### src/rtl/gradient_collector.sv
// ---------------------------------------------------------------------------
// gradient_collector
//   Sink end of the loss stage's two-column gradient interface. The two
//   column streams arrive skewed (column 2 trails column 1), so each column
//   is buffered in its own small FIFO. When both columns have an element,
//   the heads are popped together into a row output register, which is then
//   offered downstream. Rows are counted against the batch size that was
//   latched on start_in, and completion is signalled with a one-cycle
//   done_out pulse.
//
// Ports
//   clk            clock, rising edge
//   rst            asynchronous reset, active low
//   start_in       one-cycle pulse in IDLE: begin a batch
//   num_rows_in    rows in the batch, sampled on start_in
//   gradient_k_in  column k gradient, signed Q8.8, passed through bit-exact
//   valid_k_in     column k element valid (only accepted in COLLECT)
//   row_ready_in   downstream accepts the presented row
//   row_valid_out  row word valid
//   row_1_out      column 1 element of the row
//   row_2_out      column 2 element of the row
//   row_index_out  0-based index of the presented row (row counter)
//   busy_out       high while collecting
//   done_out       one-cycle pulse after the last row handshake
//   overflow_out   sticky: an element was dropped on a full FIFO
//   state_out      current FSM state (0 IDLE, 1 COLLECT, 2 DONE)
//
// Handshake: a row transfers on every rising edge where
// row_valid_out & row_ready_in are both high. Once row_valid_out is raised,
// it and the row data stay unchanged until that transfer happens.
// ---------------------------------------------------------------------------
module gradient_collector #(
   parameter int DEPTH = 4,
   parameter int ROW_W = 8
) (
   input  logic             clk,
   input  logic             rst,
   input  logic             start_in,
   input  logic [ROW_W-1:0] num_rows_in,
   input  logic [15:0]      gradient_1_in,
   input  logic [15:0]      gradient_2_in,
   input  logic             valid_1_in,
   input  logic             valid_2_in,
   input  logic             row_ready_in,
   output logic             row_valid_out,
   output logic [15:0]      row_1_out,
   output logic [15:0]      row_2_out,
   output logic [ROW_W-1:0] row_index_out,
   output logic             busy_out,
   output logic             done_out,
   output logic             overflow_out,
   output logic [1:0]       state_out
);

   localparam int PW = (DEPTH > 1) ? $clog2(DEPTH) : 1;
   localparam int CW = $clog2(DEPTH) + 1;

   typedef enum logic [1:0] {
      S_IDLE    = 2'd0,
      S_COLLECT = 2'd1,
      S_DONE    = 2'd2
   } state_t;

   state_t           r_state;
   logic [ROW_W-1:0] r_num_rows;
   logic [ROW_W-1:0] r_row_cnt;
   logic             r_row_valid;
   logic [15:0]      r_row_1;
   logic [15:0]      r_row_2;
   logic             r_busy;
   logic             r_done;
   logic             r_overflow;

   // Column FIFOs: index 0 is column 1, index 1 is column 2.
   logic [15:0]      r_mem [2][DEPTH];
   logic [PW-1:0]    r_wp  [2];
   logic [PW-1:0]    r_rp  [2];
   logic [CW-1:0]    r_cnt [2];

   logic [15:0]      w_grad [2];
   logic [15:0]      w_head [2];
   logic [1:0]       w_push;
   logic [1:0]       w_avail;
   logic [1:0]       w_full;
   logic [1:0]       w_pop;
   logic [1:0]       w_wr;
   logic [1:0]       w_drop;
   logic             w_hs;
   logic             w_hs_last;
   logic             w_load;

   always_comb begin
      w_grad[0] = gradient_1_in;
      w_grad[1] = gradient_2_in;
      w_push[0] = valid_1_in && (r_state == S_COLLECT);
      w_push[1] = valid_2_in && (r_state == S_COLLECT);

      w_hs      = r_row_valid && row_ready_in;
      w_hs_last = w_hs && (r_row_cnt == r_num_rows - ROW_W'(1));

      // An empty FIFO with a push this cycle counts as available: the
      // incoming element bypasses the storage straight into the row
      // register, so a row appears the cycle after its later element.
      for (int k = 0; k < 2; k++) begin
         w_full[k]  = (r_cnt[k] == CW'(DEPTH));
         w_avail[k] = (r_cnt[k] != '0) || w_push[k];
         w_head[k]  = (r_cnt[k] != '0) ? r_mem[k][r_rp[k]] : w_grad[k];
      end

      // No load on the final handshake: the batch ends there.
      w_load = (r_state == S_COLLECT) && !w_hs_last && (&w_avail) &&
               (!r_row_valid || row_ready_in);

      for (int k = 0; k < 2; k++) begin
         w_pop[k]  = w_load && (r_cnt[k] != '0);
         // A bypassed push is consumed by the row register, not stored.
         w_wr[k]   = w_push[k] && !(w_load && (r_cnt[k] == '0)) &&
                     (!w_full[k] || w_pop[k]);
         w_drop[k] = w_push[k] && w_full[k] && !w_pop[k];
      end
   end

   // FIFO storage carries no reset; only pointers and counts do.
   always_ff @(posedge clk) begin
      for (int k = 0; k < 2; k++) begin
         if (w_wr[k]) r_mem[k][r_wp[k]] <= w_grad[k];
      end
   end

   always_ff @(posedge clk or negedge rst) begin
      if (!rst) begin
         r_state     <= S_IDLE;
         r_num_rows  <= '0;
         r_row_cnt   <= '0;
         r_row_valid <= 1'b0;
         r_row_1     <= '0;
         r_row_2     <= '0;
         r_busy      <= 1'b0;
         r_done      <= 1'b0;
         r_overflow  <= 1'b0;
         for (int k = 0; k < 2; k++) begin
            r_wp[k]  <= '0;
            r_rp[k]  <= '0;
            r_cnt[k] <= '0;
         end
      end else begin
         case (r_state)
            S_IDLE: begin
               if (start_in) begin
                  r_num_rows  <= num_rows_in;
                  r_row_cnt   <= '0;
                  r_overflow  <= 1'b0;
                  r_row_valid <= 1'b0;
                  for (int k = 0; k < 2; k++) begin
                     r_wp[k]  <= '0;
                     r_rp[k]  <= '0;
                     r_cnt[k] <= '0;
                  end
                  if (num_rows_in == '0) begin
                     r_state <= S_DONE;
                     r_done  <= 1'b1;
                  end else begin
                     r_state <= S_COLLECT;
                     r_busy  <= 1'b1;
                  end
               end
            end

            S_COLLECT: begin
               if (w_hs) r_row_cnt <= r_row_cnt + ROW_W'(1);
               if (w_hs_last) begin
                  r_state <= S_DONE;
                  r_busy  <= 1'b0;
                  r_done  <= 1'b1;
               end

               if (w_load) begin
                  r_row_valid <= 1'b1;
                  r_row_1     <= w_head[0];
                  r_row_2     <= w_head[1];
               end else if (w_hs) begin
                  r_row_valid <= 1'b0;
               end

               if (|w_drop) r_overflow <= 1'b1;

               for (int k = 0; k < 2; k++) begin
                  if (w_wr[k])  r_wp[k] <= r_wp[k] + PW'(1);
                  if (w_pop[k]) r_rp[k] <= r_rp[k] + PW'(1);
                  case ({w_wr[k], w_pop[k]})
                     2'b10:   r_cnt[k] <= r_cnt[k] + CW'(1);
                     2'b01:   r_cnt[k] <= r_cnt[k] - CW'(1);
                     default: ;
                  endcase
               end
            end

            S_DONE: begin
               // Leftover elements of the batch are discarded silently.
               r_state <= S_IDLE;
               r_done  <= 1'b0;
               for (int k = 0; k < 2; k++) begin
                  r_wp[k]  <= '0;
                  r_rp[k]  <= '0;
                  r_cnt[k] <= '0;
               end
            end

            default: begin
               r_state <= S_IDLE;
               r_busy  <= 1'b0;
               r_done  <= 1'b0;
            end
         endcase
      end
   end

   assign row_valid_out = r_row_valid;
   assign row_1_out     = r_row_1;
   assign row_2_out     = r_row_2;
   assign row_index_out = r_row_cnt;
   assign busy_out      = r_busy;
   assign done_out      = r_done;
   assign overflow_out  = r_overflow;
   assign state_out     = r_state;

endmodule
### config.mk
export PLATFORM = sky130hd
export DESIGN_NAME = gradient_collector
export DESIGN_NICKNAME = d
export VERILOG_FILES = /design/src/rtl/gradient_collector.sv
export SDC_FILE = /design/constraint.sdc
export NUM_CORES = 1
export LEC_CHECK = 0
export ABC_AREA = 1
export CAP_MARGIN = 10
export CORE_MARGIN = 1.5
export CORE_UTILIZATION = 61
export DETAILED_ROUTE_END_ITERATION = 6
export PLACE_DENSITY = 0.94
export SLEW_MARGIN = 20
export SYNTH_ARGS = -nofsm -noshare
export SYNTH_HDL_FRONTEND = slang
export SYNTH_SLANG_ARGS = --single-unit
export TNS_END_PERCENT = 1
### constraint.sdc
create_clock -name clk -period 8.1 [get_ports clk]
set_clock_uncertainty 0.1 [all_clocks]
set_input_delay 1.215 -clock clk [delete_from_list [all_inputs] [get_ports clk]]
set_output_delay 1.215 -clock clk [all_outputs]
set_load 0.01 [all_outputs]
== Word level (Yosys, flattened, before mapping) ==
Memory sizes are Yosys's and may differ from the RTL's.
Cells that the tools add are included.
Word-level totals
  bits in writable memories: 128
  output and inout bits: 46
  register bits after elaboration: 68
  bits of input ports: 46
  word-level logic and storage cells: 165
  memories: 1
Operators by class
  reductions and logical operators: 58
  add/sub/neg operators: 10
  order comparisons: 6
  mux-type cells: 48
  bitwise gates (word level): 5
  equality and inequality tests: 22
Memories
  r_mem: words 2, bits a word 64, read ports 2, clocked after memory_dff 0, write ports 2, RTL line 75  | logic [15:0] r_mem [2][DEPTH];
Operators by type and width (number)
  $mux W16: 8
  $mux W64: 2
  $bmux W16 S2: 2
  $demux W16 S2: 2
  $reduce_and A3 Y1: 10
  $pmux W4 S3: 2
  $logic_and A1 B1 Y1: 21
  $ne A2 B2 Y1 const B: 9
  $pmux W6 S3: 1
  $mux W8: 2
  $pmux W8 S2: 1
  $mux W2: 7
  $ge A3 B3 Y1 const B: 4
  $mux W1: 12
  $not A2 Y3: 4
  $pmux W3 S2: 2
  $reduce_bool A3 Y1: 3
  $add A2 B1 Y2 const B: 4
  $add A8 B1 Y8 const B: 1
  $eq A8 B8 Y1: 1
  $logic_not A1 Y1: 8
  $logic_not A8 Y1: 1
  $reduce_and A2 Y1: 4
  $sub A8 B1 Y8 const B: 1
  21 further kinds: 37

== Depth between registers and ports, before layout ==
Gate-level depths: netlist of the first run.
  depth in word-level cells: 14
  mapped depth: 20

== Worst setup path after synthesis of the first run ==
OpenSTA, ideal clock, no wires.
  kind: in2reg
  from: input port row_ready_in
  to: memory r_mem[0][100] (netlist bit) (enable)
  buffers on the path: 0
  arrival time: 2803 ps
  cell stages on the path: 12
  library setup time: 389 ps
  setup slack: 4809 ps
  path through: nand2_1 > inv_1 > nand3_1 > nor2_1 > nand3_1 > nor2_1 > nand3_2 > nand3_4 > nand2_1 > nand2_1 > nand2_2 > nor2_1
RTL lines
  start: declaration: RTL line 44  | input logic row_ready_in,
  end: declaration: RTL line 75

== Worst setup path after layout of the first run ==
  from: input port valid_1_in
  to: register r_cnt[5] (netlist bit)
On the way
  longest elaborated chain between the ends: 12
  elaborated cells between the ends (all ways): 17
  those cells by class: eq/ne (3); mux (2); reduce/logical (12)
Ends and longest elaborated chain
  start: declaration: RTL line 42  | input logic valid_1_in,
  $logic_and A1 B1 Y1 (*): RTL line 95  | w_push[0] = valid_1_in && (r_state == S_COLLECT);
  $logic_or A1 B1 Y1: RTL line 106  | w_avail[k] = (r_cnt[k] != '0) || w_push[k];
  $reduce_and A2 Y1: RTL line 111  | w_load = (r_state == S_COLLECT) && !w_hs_last && (&w_avail) &&
  $logic_and A1 B1 Y1 (2 in a row): RTL line 111
  $logic_and A1 B1 Y1: RTL line 117  | w_wr[k] = w_push[k] && !(w_load && (r_cnt[k] == '0)) &&
  $logic_not A1 Y1: RTL line 117
  $logic_and A1 B1 Y1 (2 in a row): RTL line 117
  $eq A2 B1 Y1 or $eq A2 B2 Y1 (tied branches): RTL line 190  | case ({w_wr[k], w_pop[k]})
  $pmux W3 S2 or $ne A3 B1 Y1 (tied branches)
  $pmux W6 S3 or $reduce_and A3 Y1 (tied branches)
  end signal: indexed assignment: RTL line 191  | 2'b10: r_cnt[k] <= r_cnt[k] + CW'(1);
  end signal: indexed assignment: RTL line 192  | 2'b01: r_cnt[k] <= r_cnt[k] - CW'(1);
  end: declaration: RTL line 78  | logic [CW-1:0] r_cnt [2];
Mark *: on every way between the ends. The rest lies on a longest branch, timed or not.
A chain may end at the register's enable or synchronous reset.

==> results of run 1 <==
[cell type report]
type	instances	area, um2
timing repair buffer	102	991
tap	180	225
inverter	58	218
fill	820	3520
clock inverter	15	169
multi-input combinational	516	2780
sequential	196	5550
clock buffer	17	425
[logic make-up (layout without fill, tap and decap cells)]
group | after synthesis | after routing | synth area share [%]
compound gates | 143 | 143 | 12.0
flops | 196 | 196 | 63.7
xor+xnor | 9 | 9 | 0.905
buf+inv | 93 | 192 | 4.37
simple gates | 352 | 352 | 17.1
fa+ha+maj | 12 | 12 | 1.90
[flip-flops by register name (all words and copies together) (netlist names)]
name	count
row_2_out	16
r_cnt	6
busy_out	1
row_index_out	8
state_out	2
overflow_out	1
r_mem	128
done_out	1
r_wp	4
r_rp	4
row_1_out	16
row_valid_out	1
r_num_rows	8
[layer usage]
| metal | routed length [um] | GRT usage, % | share of wire [%] | vias to the layer above |
|---|---|---|---|---|
| met5 | 0 | 0 | 0 | - |
| met4 | 738 | 14.0 | 3.4 | 0 |
| met3 | 1950 | 5.90 | 8.9 | 87 |
| met2 | 11100 | 51.3 | 51 | 465 |
| met1 | 8040 | 37.6 | 37 | 3220 |
| li1 | - | - | - | 2957 |
[how the worst min path moves through the flow]
stage | slack (ps) | to | from
floorplan | 400 | r_wp[1]$_DFFE_PN0P_ | r_wp[1]$_DFFE_PN0P_
global placement | 360 | row_1_out[14]$_DFFE_PN0P_ | row_1_out[14]$_DFFE_PN0P_
detailed placement | 370 | row_2_out[9]$_DFFE_PN0P_ | row_2_out[9]$_DFFE_PN0P_
CTS | 380 | row_2_out[9]$_DFFE_PN0P_ | row_2_out[9]$_DFFE_PN0P_
global route | 400 | row_2_out[7]$_DFFE_PN0P_ | row_2_out[7]$_DFFE_PN0P_
finish | 380 | row_2_out[9]$_DFFE_PN0P_ | row_2_out[9]$_DFFE_PN0P_
[power by group]
| group | internal, W | total, W | leakage, nW | switching (W) |
|---|---|---|---|---|
| Combinational | 0.000570 | 0.00150 | 1.88 | 0.000931 |
| Sequential | 0.00129 | 0.00147 | 2.03 | 0.000181 |
| Clock | 0.000465 | 0.000861 | 0.293 | 0.000395 |
| Total | 0.00233 | 0.00383 | 4.20 | 0.00151 |
[Yosys cell counts (5+ instances only)]
cell	n
nand3_1	50
a21oi_1	22
dfrtp_1	68
nand4_1	6
o221a_2	21
edfxtp_1	128
xnor2_1	5
a21o_1	11
inv_1	53
clkbuf_1	23
o21ai_0	57
nand2_1	166
ha_1	10
o31ai_2	18
nor2_1	107
nor3_1	5
[through the flow]
stage | setup slack (ps) | util [%]
after floorplan | 4810 | -
after global placement | 3790 | 70.3
after detailed placement | 3580 | 70.3
after CTS | 3750 | 74.6
after global routing | 3560 | 74.6
final | 3830 | 74.6
[critical path, stage by stage]
cell             delay [ps]
clkdlybuf4s50_1         470
inv_1                    90
nor2_4                  150
o22ai_1                 130
a21oi_4                 220
nand3_4                 690
nor2_1                  440
nand2_1                 120
inv_1                    80
fa_1                    190
xor2_1                  250
nand3b_1                180
nand2_1                  80
nand3_1                  80
nand2_1                  70
==> key figures, run 1 <==
Pwr
  • Leak Pwr: 4.20 nW
  • IR drop worst, VDD: between 200 and 250 uV
  • Total power: around 0.0038 W
  • Power Dens Cells: 370 mW/mm2

Global routing
  • Global route overflow: 0
  • Total GRT Usage: between 30% and 40%
  • First-pass GRT wire length: 34200 um
  • Initial antenna violation count: 0
  • Vias in the first global route: a little under 7000
  • Largest net degree at the start of global routing: between 70 and 80

STA
  • Hold Fails Final Rpt: 0
  • Slew Limit Headroom: between 20% and 30%
  • Unrepaired setup endpoints after global routing: no
  • Min Clock Period, post-route: roughly 4300 ps
  • Fmax: around 230 MHz
  • Setup TNS: 0 ps
  • Setup violators final: 0
  • Period utilization: ~53%
  • Worst-Margin Slew: 1050 ps
  • Hold Worst Slack: between 300 and 400 ps
  • Final Slew Violations: 0

Route
  • Post-route DRC: 0
  • Final ANT Viol Nets: 0
  • Starting DRT DRC Count: ~840
  • Via density: 6.21
  • Via count: 6729
  • DRT Wirelength: about 22000 um
  • Routed WL per cell: 20.1 um
  • Detailed Routing Iterations Pass 1: 5

Synthesis
  • Syn Nets: between 800 and 900
  • Seq/Total Area, Yosys: 63.7%
  • Cell Area, Synth: 0.00870 mm2
  • Warnings, synthesis: 0
  • Register bit count reported by yosys: just under 200
  • Top-area cell type share of the netlist area: between 40% and 50%
  • Mapped Cells: 805
  • Area leader, netlist: edfxtp_1
  • Yosys cell types: 42
  • Post-synth EDFFs: 128
  • Syn_area_per_cell: 10.8 um2
  • Async set or reset register ratio after synthesis: 34.7%
  • Area contributors post-synth: edfxtp_1, dfrtp_1, nand2_1
  • Top FF cell, synth: edfxtp_1

Worst setup path
  • Reg2Reg Depth: 14
  • CP Data Required Time: 8310 ps
  • Reg2reg end: r_cnt[5]$_DFFE_PN0P_
  • RR Startpoint: r_cnt[0]$_DFFE_PN0P_
  • Worst Setup SP: valid_1_in
  • CP Class: in -> reg
  • Reg2reg setup slack: 4130 ps
  • Worst Path Arrival: roughly 4500 ps
  • CP Max Fanout: 71
  • CP endpoint: r_cnt[5]$_DFFE_PN0P_
  • Crit start category: primary input
  • Worst setup EP type: flop

Die
  • Die ar.: between 0.01 and 0.015 mm2
  • Top Ports: just over 90
  • Core area: roughly 0.014 mm2
  • Chip width: 122 um
  • Rows: 43
  • Starting Density: 62.7%
  • Die Y: 122 um

CTS
  • CTS tree: yes
  • CTS root buf: clkbuf_16
  • Hold buffers post-CTS: 0
  • Clock Latency Late Sink: between 400 and 500 ps
  • CTS max path bufs: 2
  • Worst-path clk slew: 70 ps
  • Setup bufs post-CTS: 0
  • # clock sinks: approximately 200
  • CTS resizes: 0
  • Total CTS buffers: 17
  • H-tree Lvls: 4

Final layout
  • Most common cell after layout, fill and taps aside: nand2_1
  • Layout cells sized above 1: between 10% and 20%
  • Syn-to-layout area delta: 19.0%
  • Commonest cells after routing, fill and taps aside: nand2_1, edfxtp_1, nor2_1
  • Diode count: 0
  • NumNets Final: roughly 950
  • Fin area: about 0.010 mm2
  • Post-route insts no fill: approximately 1100

Placement
  • Cell Area, Placed: just under 0.01 mm2
  • Final RePlAce weighted congestion: approximately 0.85
  • Hpwl dp: around 12000 um
  • DP Cell Count: 1052
  • Port bufs: between 90 and 100

Min path
  • Hold Path Depth: 1
  • Hold Crit Class: reg -> reg

Status
  • Status: finished, final reports clean

Flow run
  • Maximum capacitance violations: 0
No activity file was read; power rests on OpenSTA's default activity.
==> inputs of run 2 (changes only) <==
CORE_UTILIZATION = 51   (was 61)
PLACE_DENSITY = 0.85   (was 0.94)
clock period = 3.87 ns   (was 8.1 ns; I/O delays follow)
==> run 2 against run 1 <==
Against the previous run: sequential power is 100% higher; register-to-register slack worse by 3200 ps; via count is 7.3% lower; clock power is 110% higher; flip-flop and latch count stayed put; worst hold slack worse by 190 ps; critical path type is now reg -> reg; critical endpoint unchanged; highest routed layer unchanged.
==> key figures, run 2 (synthesis results as in run 1) <==
Placement
  • Cell Area, Placed: 0.00985 mm2 (was 0.00976 mm2)
  • Port bufs: 91 (unchanged)
  • DP Cell Count: 1097 (was 1052)
  • Final RePlAce weighted congestion: 0.864 (was 0.848)
  • Hpwl dp: 11600 um (was 12500 um)

Global routing
  • Initial antenna violation count: 0 (unchanged)
  • First-pass GRT wire length: 30600 um (was 34200 um)
  • Total GRT Usage: 22.0% (was 30.2%)
  • Global route overflow: 0 (unchanged)
  • Vias in the first global route: 6320 (was 6868)
  • Largest net degree at the start of global routing: 69 (was 72)

Worst setup path
  • Reg2reg end: r_cnt[5]$_DFFE_PN0P_ (unchanged)
  • Crit start category: flop (was primary input)
  • CP Class: reg -> reg (was in -> reg)
  • Reg2Reg Depth: 19 (was 14)
  • Worst Path Arrival: 3230 ps (was 4480 ps)
  • Reg2reg setup slack: 920 ps (was 4130 ps)
  • RR Startpoint: r_num_rows[0]$_DFFE_PN0P_ (was r_cnt[0]$_DFFE_PN0P_)
  • CP Max Fanout: 6 (was 71)
  • CP Data Required Time: 4140 ps (was 8310 ps)
  • Worst setup EP type: flop (unchanged)

Final layout
  • Max reg flops: 128 (unchanged)
  • Fillers: 1240 (was 820)
  • Post-route insts no fill: 1129 (was 1084)
  • Final core utilization: 62.9% (was 74.6%)
  • Diode count: 0 (unchanged)
  • Fin area: 0.0105 mm2 (was 0.0104 mm2)
  • Commonest cells after routing, fill and taps aside: nand2_1, edfxtp_1, nor2_1 (unchanged)
  • Layout cells sized above 1: 11.7% (was 11.4%)
  • Most common cell after layout, fill and taps aside: nand2_1 (unchanged)
  • NumNets Final: 954 (was 949)
  • Syn-to-layout area delta: 20.2% (was 19.0%)

CTS
  • CTS root buf: clkbuf_16 (unchanged)
  • CTS tree: yes (unchanged)
  • Hold buffers post-CTS: 0 (unchanged)
  • # clock sinks: 196 (unchanged)
  • CTS resizes: 0 (unchanged)
  • CTS max path bufs: 2 (unchanged)
  • H-tree Lvls: 4 (unchanged)
  • Clock Latency Late Sink: 430 ps (about the same)
  • Worst-path clk slew: 80 ps (was 70 ps)
  • Setup bufs post-CTS: 0 (unchanged)
  • Total CTS buffers: 17 (unchanged)

Die
  • Starting Density: 52.3% (was 62.7%)
  • Die ar.: 0.0179 mm2 (was 0.0150 mm2)
  • Rows: 47 (was 43)
  • Die Y: 134 um (was 122 um)
  • Top Ports: 92 (unchanged)
  • Core area: 0.0166 mm2 (was 0.0139 mm2)
  • Chip width: 134 um (was 122 um)

STA
  • Period utilization: approximately 76%
  • Setup TNS: 0 ps (unchanged)
  • Setup violators final: 0 (unchanged)
  • Final Slew Violations: 0 (unchanged)
  • Hold Worst Slack: 188 ps (was 378 ps)
  • Min Clock Period, post-route: ~3000 ps
  • Unrepaired setup endpoints after global routing: no (unchanged)
  • Hold Fails Final Rpt: 0 (unchanged)
  • Slew Limit Headroom: 32.9% (was 29.8%)
  • Fmax: 339 MHz
  • Worst-Margin Slew: 1010 ps (was 1050 ps)

Route
  • DRT Wirelength: 18500 um (was 21800 um)
  • Final ANT Viol Nets: 0 (unchanged)
  • Detailed Routing Iterations Pass 1: 5 (unchanged)
  • Starting DRT DRC Count: 549 (was 842)
  • Routed WL per cell: 16.4 um (was 20.1 um)
  • Via density: 5.53 (was 6.21)
  • Via count: 6241 (was 6729)
  • Post-route DRC: 0 (unchanged)

Flow run
  • Maximum capacitance violations: 0 (unchanged)

Pwr
  • Power Dens Cells: 752 mW/mm2 (was 370 mW/mm2)
  • Leak Pwr: 4.23 nW (was 4.20 nW)
  • IR drop worst, VDD: 424 uV (was 202 uV)

Min path
  • Hold Crit Class: in -> async (was reg -> reg)

Status
  • Status: finished, final reports clean (unchanged)
[run 2: changes by cell type in the layout (fill, tap and decap cells not counted)]
cell      delta
nand2_2      -1
clkinv_2     -4
nand2_1      +1
inv_8        -1
dfrtp_1      +1
dfrtp_2      -1
buf_4        +5
inv_6        +2
clkinv_4     +2
clkinv_8     +1
[run 2: worst max path at each step]
| stage | depth (start not counted) | end | start |
|---|---|---|---|
| final | 19 | r_cnt[5]$_DFFE_PN0P_ | r_num_rows[0]$_DFFE_PN0P_ |
| after global placement | 18 | r_cnt[5]$_DFFE_PN0P_ | row_ready_in |
| after detailed placement | 18 | r_cnt[5]$_DFFE_PN0P_ | row_ready_in |
| after floorplan | 14 | r_mem[0][100]$_DFFE_PP_ | r_num_rows[0]$_DFFE_PN0P_ |
| after global routing | 19 | r_cnt[5]$_DFFE_PN0P_ | r_num_rows[0]$_DFFE_PN0P_ |
| after CTS | 19 | r_cnt[5]$_DFFE_PN0P_ | r_num_rows[0]$_DFFE_PN0P_ |
[run 2: final cells by class]
| type | count | area (um2) | share of cell area [%] |
|---|---|---|---|
| Clock buffer | 17 | 425 | 4.07 |
| Clock inverter | 15 | 189 | 1.81 |
| Inverter | 58 | 218 | 2.08 |
| Multi-Input combinational cell | 516 | 2780 | 26.6 |
| Sequential cell | 196 | 5550 | 53.0 |
| Tap cell | 220 | 275 | 2.63 |
| Timing Repair Buffer | 107 | 1030 | 9.83 |
[run 2: layer usage]
layer  routed length [um]  vias up  part of all wire [%]  GRT usage [%]
met2                 9020      222                    49           36.0
met3                 1060       36                   5.7           4.15
met4                  377        0                   2.0           9.60
met5                    0        -                     0              0
li1                     -     2969                     -              -
met1                 8080     3014                    44           28.8
[run 2: power breakdown]
group	internal (W)	switching (W)
sequential	0.00270	0.000302
clock	0.000986	0.000829
combinational	0.00121	0.00184
total	0.00489	0.00297
[run 2: worst max-delay path, stage by stage, from the launching register on]
cell and delay, ps:
dfrtp_1 400, inv_1 160, ha_1 260, nand2_1 100, nor2_2 120, nand2_1 60
nand2_1 70, nand3_1 80, nor2_1 120, nand3_2 170, nand3_4 130, nor2_1 70
nand2_1 80, inv_1 50, fa_1 370, xor2_1 180, nand3b_1 160, nand2_1 70
nand3_1 70, nand2_1 80
[run 2: per-stage QoR]
step           power [W]  setup slack, ps
6_report         0.00786              918
5_1_grt          0.00837              605
4_1_cts          0.00789              919
3_5_place_dp     0.00606              681
3_3_place_gp     0.00599              775
2_1_floorplan    0.00504             1030
==> inputs of run 3 (changes only) <==
CORE_UTILIZATION = 57   (was 51)
PLACE_DENSITY = 0.89   (was 0.85)
clock period = 2.95 ns   (was 3.87 ns; I/O delays follow)
==> run 3 against run 2 <==
Against the previous run: via count is 1.8% higher; die area is 10% lower; register-to-register slack worse by 700 ps; critical path type unchanged; cell count is 2.6% lower; setup slack worse by 700 ps; highest routed layer unchanged; core utilization is 8.7 points higher; routed wire length is 5.2% higher; final area is 0.57% higher.
==> key figures, run 3 (synthesis results as in run 1) <==
Placement
  • Hpwl dp: 12200 um (was 11600 um)
  • Cell Area, Placed: 0.00991 mm2 (was 0.00985 mm2)
  • Final RePlAce weighted congestion: 0.854 (was 0.864)
  • Port bufs: 91 (unchanged)

Die
  • Starting Density: 59.2% (was 52.3%)
  • Chip width: 127 um (was 134 um)
  • Core area: 0.0147 mm2 (was 0.0166 mm2)
  • Top Ports: 92 (unchanged)
  • Rows: 44 (was 47)
  • Die Y: 127 um (was 134 um)
  • Die ar.: 0.0160 mm2 (was 0.0179 mm2)

Min path
  • Hold Crit Class: in -> async (unchanged)

Flow run
  • Maximum capacitance violations: 0 (unchanged)

Global routing
  • Vias in the first global route: 6475 (was 6320)
  • Met2 usage: 44.4% (was 36.0%)
  • Most Crowded Layer GR: met2 (unchanged)
  • First-pass GRT wire length: 31600 um (was 30600 um)
  • Largest net degree at the start of global routing: 69 (unchanged)
  • Met1 GRT Util: 31.2% (was 28.8%)
  • Global route overflow: 0 (unchanged)
  • Initial antenna violation count: 0 (unchanged)
  • Total GRT Usage: 25.5% (was 22.0%)
  • Routing usage on met3: 5.78% (was 4.15%)

STA
  • Hold Worst Slack: 53.3 ps (was 188 ps)
  • Min Clock Period, post-route: 2740 ps (was 2950 ps)
  • Setup violators final: 0 (unchanged)
  • Hold Fails Final Rpt: 0 (unchanged)
  • Final Slew Violations: 0 (unchanged)
  • Period utilization: 92.8% (was 76.3%)
  • Slew Limit Headroom: 40.3% (was 32.9%)
  • Fmax: 365 MHz (was 339 MHz)
  • Worst-Margin Slew: 895 ps (was 1010 ps)

Pwr
  • Clock Power Share: 22.1% (was 23.1%)
  • Net Switching: 0.00399 W (was 0.00297 W)
  • Leak Pwr: 4.27 nW (was 4.23 nW)
  • Switching Fraction: 38.4% (was 37.8%)
  • Total power: 0.0104 W (was 0.00786 W)
  • IR drop worst, VDD: 514 uV (was 424 uV)
  • Seq pwr share: 37.6% (was 38.2%)
  • Int Power: 0.00641 W (was 0.00489 W)
  • Power Dens Cells: 989 mW/mm2 (was 752 mW/mm2)
  • Combinational Power Share: 40.3% (was 38.8%)

Worst setup path
  • Worst setup EP type: flop (unchanged)
  • CP max stage delay: 400 ps (about the same)
  • CP Max Fanout: 5 (was 6)
  • CP Class: reg -> reg (unchanged)
  • Crit start category: flop (unchanged)
  • Critical-path top delay cell: dfrtp_1 (unchanged)
  • CP cell instances: inv_1 > ha_4 > nand2_1 > nor2_2 > nand3_1 > nand2_1 > nand2_1 > nor2_1 > nand3_2 > buf_4 > nand4_2 > nor2_1 > fa_1 > xor2_1 > o21bai_1 > nand3_1 > o21ai_1 (was inv_1 > ha_1 > nand2_1 > nor2_2 > nand2_1 > nand2_1 > nand3_1 > nor2_1 > nand3_2 > nand3_4 > nor2_1 > nand2_1 > inv_1 > fa_1 > xor2_1 > nand3b_1 > nand2_1 > nand3_1 > nand2_1)
  • Crit path top cell by count: nand2_1 (unchanged)
  • Worst Path Arrival: 3000 ps (was 3230 ps)
  • CP Data Required Time: 3210 ps (was 4140 ps)

CTS
  • Total CTS buffers: 17 (unchanged)
  • H-tree Lvls: 4 (unchanged)
  • CTS max path bufs: 2 (unchanged)
  • CTS tree: yes (unchanged)
  • Worst-path clk slew: 70 ps (was 80 ps)
  • CTS root buf: clkbuf_16 (unchanged)
  • # clock sinks: 196 (unchanged)
  • Clock Latency Late Sink: 430 ps (about the same)

Final layout
  • Syn-to-layout area delta: 20.9% (was 20.2%)
  • Most common cell after layout, fill and taps aside: nand2_1 (unchanged)
  • Layout cells sized above 1: 12.4% (was 11.7%)
  • Commonest cells after routing, fill and taps aside: nand2_1, edfxtp_1, nor2_1 (unchanged)
  • Fin area: 0.0105 mm2 (about the same)
  • Diode count: 0 (unchanged)
  • Max reg flops: 128 (unchanged)
  • NumNets Final: 961 (was 954)

Route
  • Routed WL per cell: 17.7 um (was 16.4 um)
  • DRT Wirelength: 19500 um (was 18500 um)
  • Final ANT Viol Nets: 0 (unchanged)
  • Via count: 6354 (was 6241)
  • Detailed Routing Iterations Pass 1: 7 (was 5)
  • Starting DRT DRC Count: 478 (was 549)
  • Post-route DRC: 0 (unchanged)
  • Via density: 5.78 (was 5.53)

Status
  • Status: finished, final reports clean (unchanged)
## run 3: cell types whose count changed in the layout (fill, tap and decap cells not counted), sizes merged
| cell | delta |
|---|---|
| clkinv | +1 |
| inv | +1 |
| clkbuf | +1 |
| bufinv | -1 |
| clkinvlp | -2 |
| buf | +7 |
## run 3: final timing paths
check	start	end	slack, ps	cells after the start
worst max-delay path	r_num_rows[1]$_DFFE_PN0P_	r_cnt[2]$_DFFE_PN0P_	210	17
worst min-delay path	rst	r_num_rows[1]$_DFFE_PN0P_	50	1
worst max register to register	r_num_rows[1]$_DFFE_PN0P_	r_cnt[2]$_DFFE_PN0P_	210	17
worst min register to register	row_2_out[10]$_DFFE_PN0P_	row_2_out[10]$_DFFE_PN0P_	390	1
max in group asynchronous	rst	row_2_out[11]$_DFFE_PN0P_	2130	1
min in group clk	row_2_out[10]$_DFFE_PN0P_	row_2_out[10]$_DFFE_PN0P_	390	1
## run 3: routing by layer
metal	share of wire (%)	vias to the layer above
li1	-	2977
met1	41	3089
met2	51	256
met3	6.1	32
met4	2.1	0
met5	0	-
## run 3: critical path: cells and delay by family, from the launching register on
| family | cells | cell delay (ps) |
|---|---|---|
| adder cells (fa/ha/maj) | 2 | 560 |
| AO/OA/AOI/OAI | 2 | 250 |
| AND/OR/NAND/NOR | 10 | 840 |
| flip-flops | 1 | 400 |
| buffers and inverters | 2 | 300 |
| XOR/XNOR | 1 | 230 |
## run 3: power groups by stage
| stage | registers (W) | clock network, W | logic (W) |
|---|---|---|---|
| final | 0.00392 | 0.00230 | 0.00419 |
| after global routing | 0.00397 | 0.00244 | 0.00463 |
| after CTS | 0.00391 | 0.00233 | 0.00415 |
| after detailed placement | 0.00395 | 0 | 0.00410 |
| after global placement | 0.00392 | 0 | 0.00394 |
| after floorplan | 0.00400 | 0 | 0.00262 |
## run 3: repair_timing
item,in CTS,in global routing
gates resized for setup,0,3
buffers inserted,0,1
setup endpoints to repair,0,26
hold buffers,0,0
## run 3: area by class of cell
class                      instances  area (um2)
clock buffer                      18         429
clock inverter                    14         163
fill                             958        4180
inverter                          58         218
multi-input combinational        516        2790
sequential                       196        5550
tap                              184         230
timing repair buffer             114        1140
## run 3: through the flow
| step | TNS, ps | worst slack, ps | utilization (%) | instances |
|---|---|---|---|---|
| detailed placement | -4.84 | -4.84 | 67.4 | 1067 |
| global route | -6.64 | -6.64 | 71.6 | 1100 |
| finish | 0 | 214 | 71.6 | 1100 |
| CTS | 0 | 59.3 | 71.4 | 1099 |
| global placement | 0 | 107 | 67.4 | 1067 |
| floorplan | 0 | 115 | - | 805 |
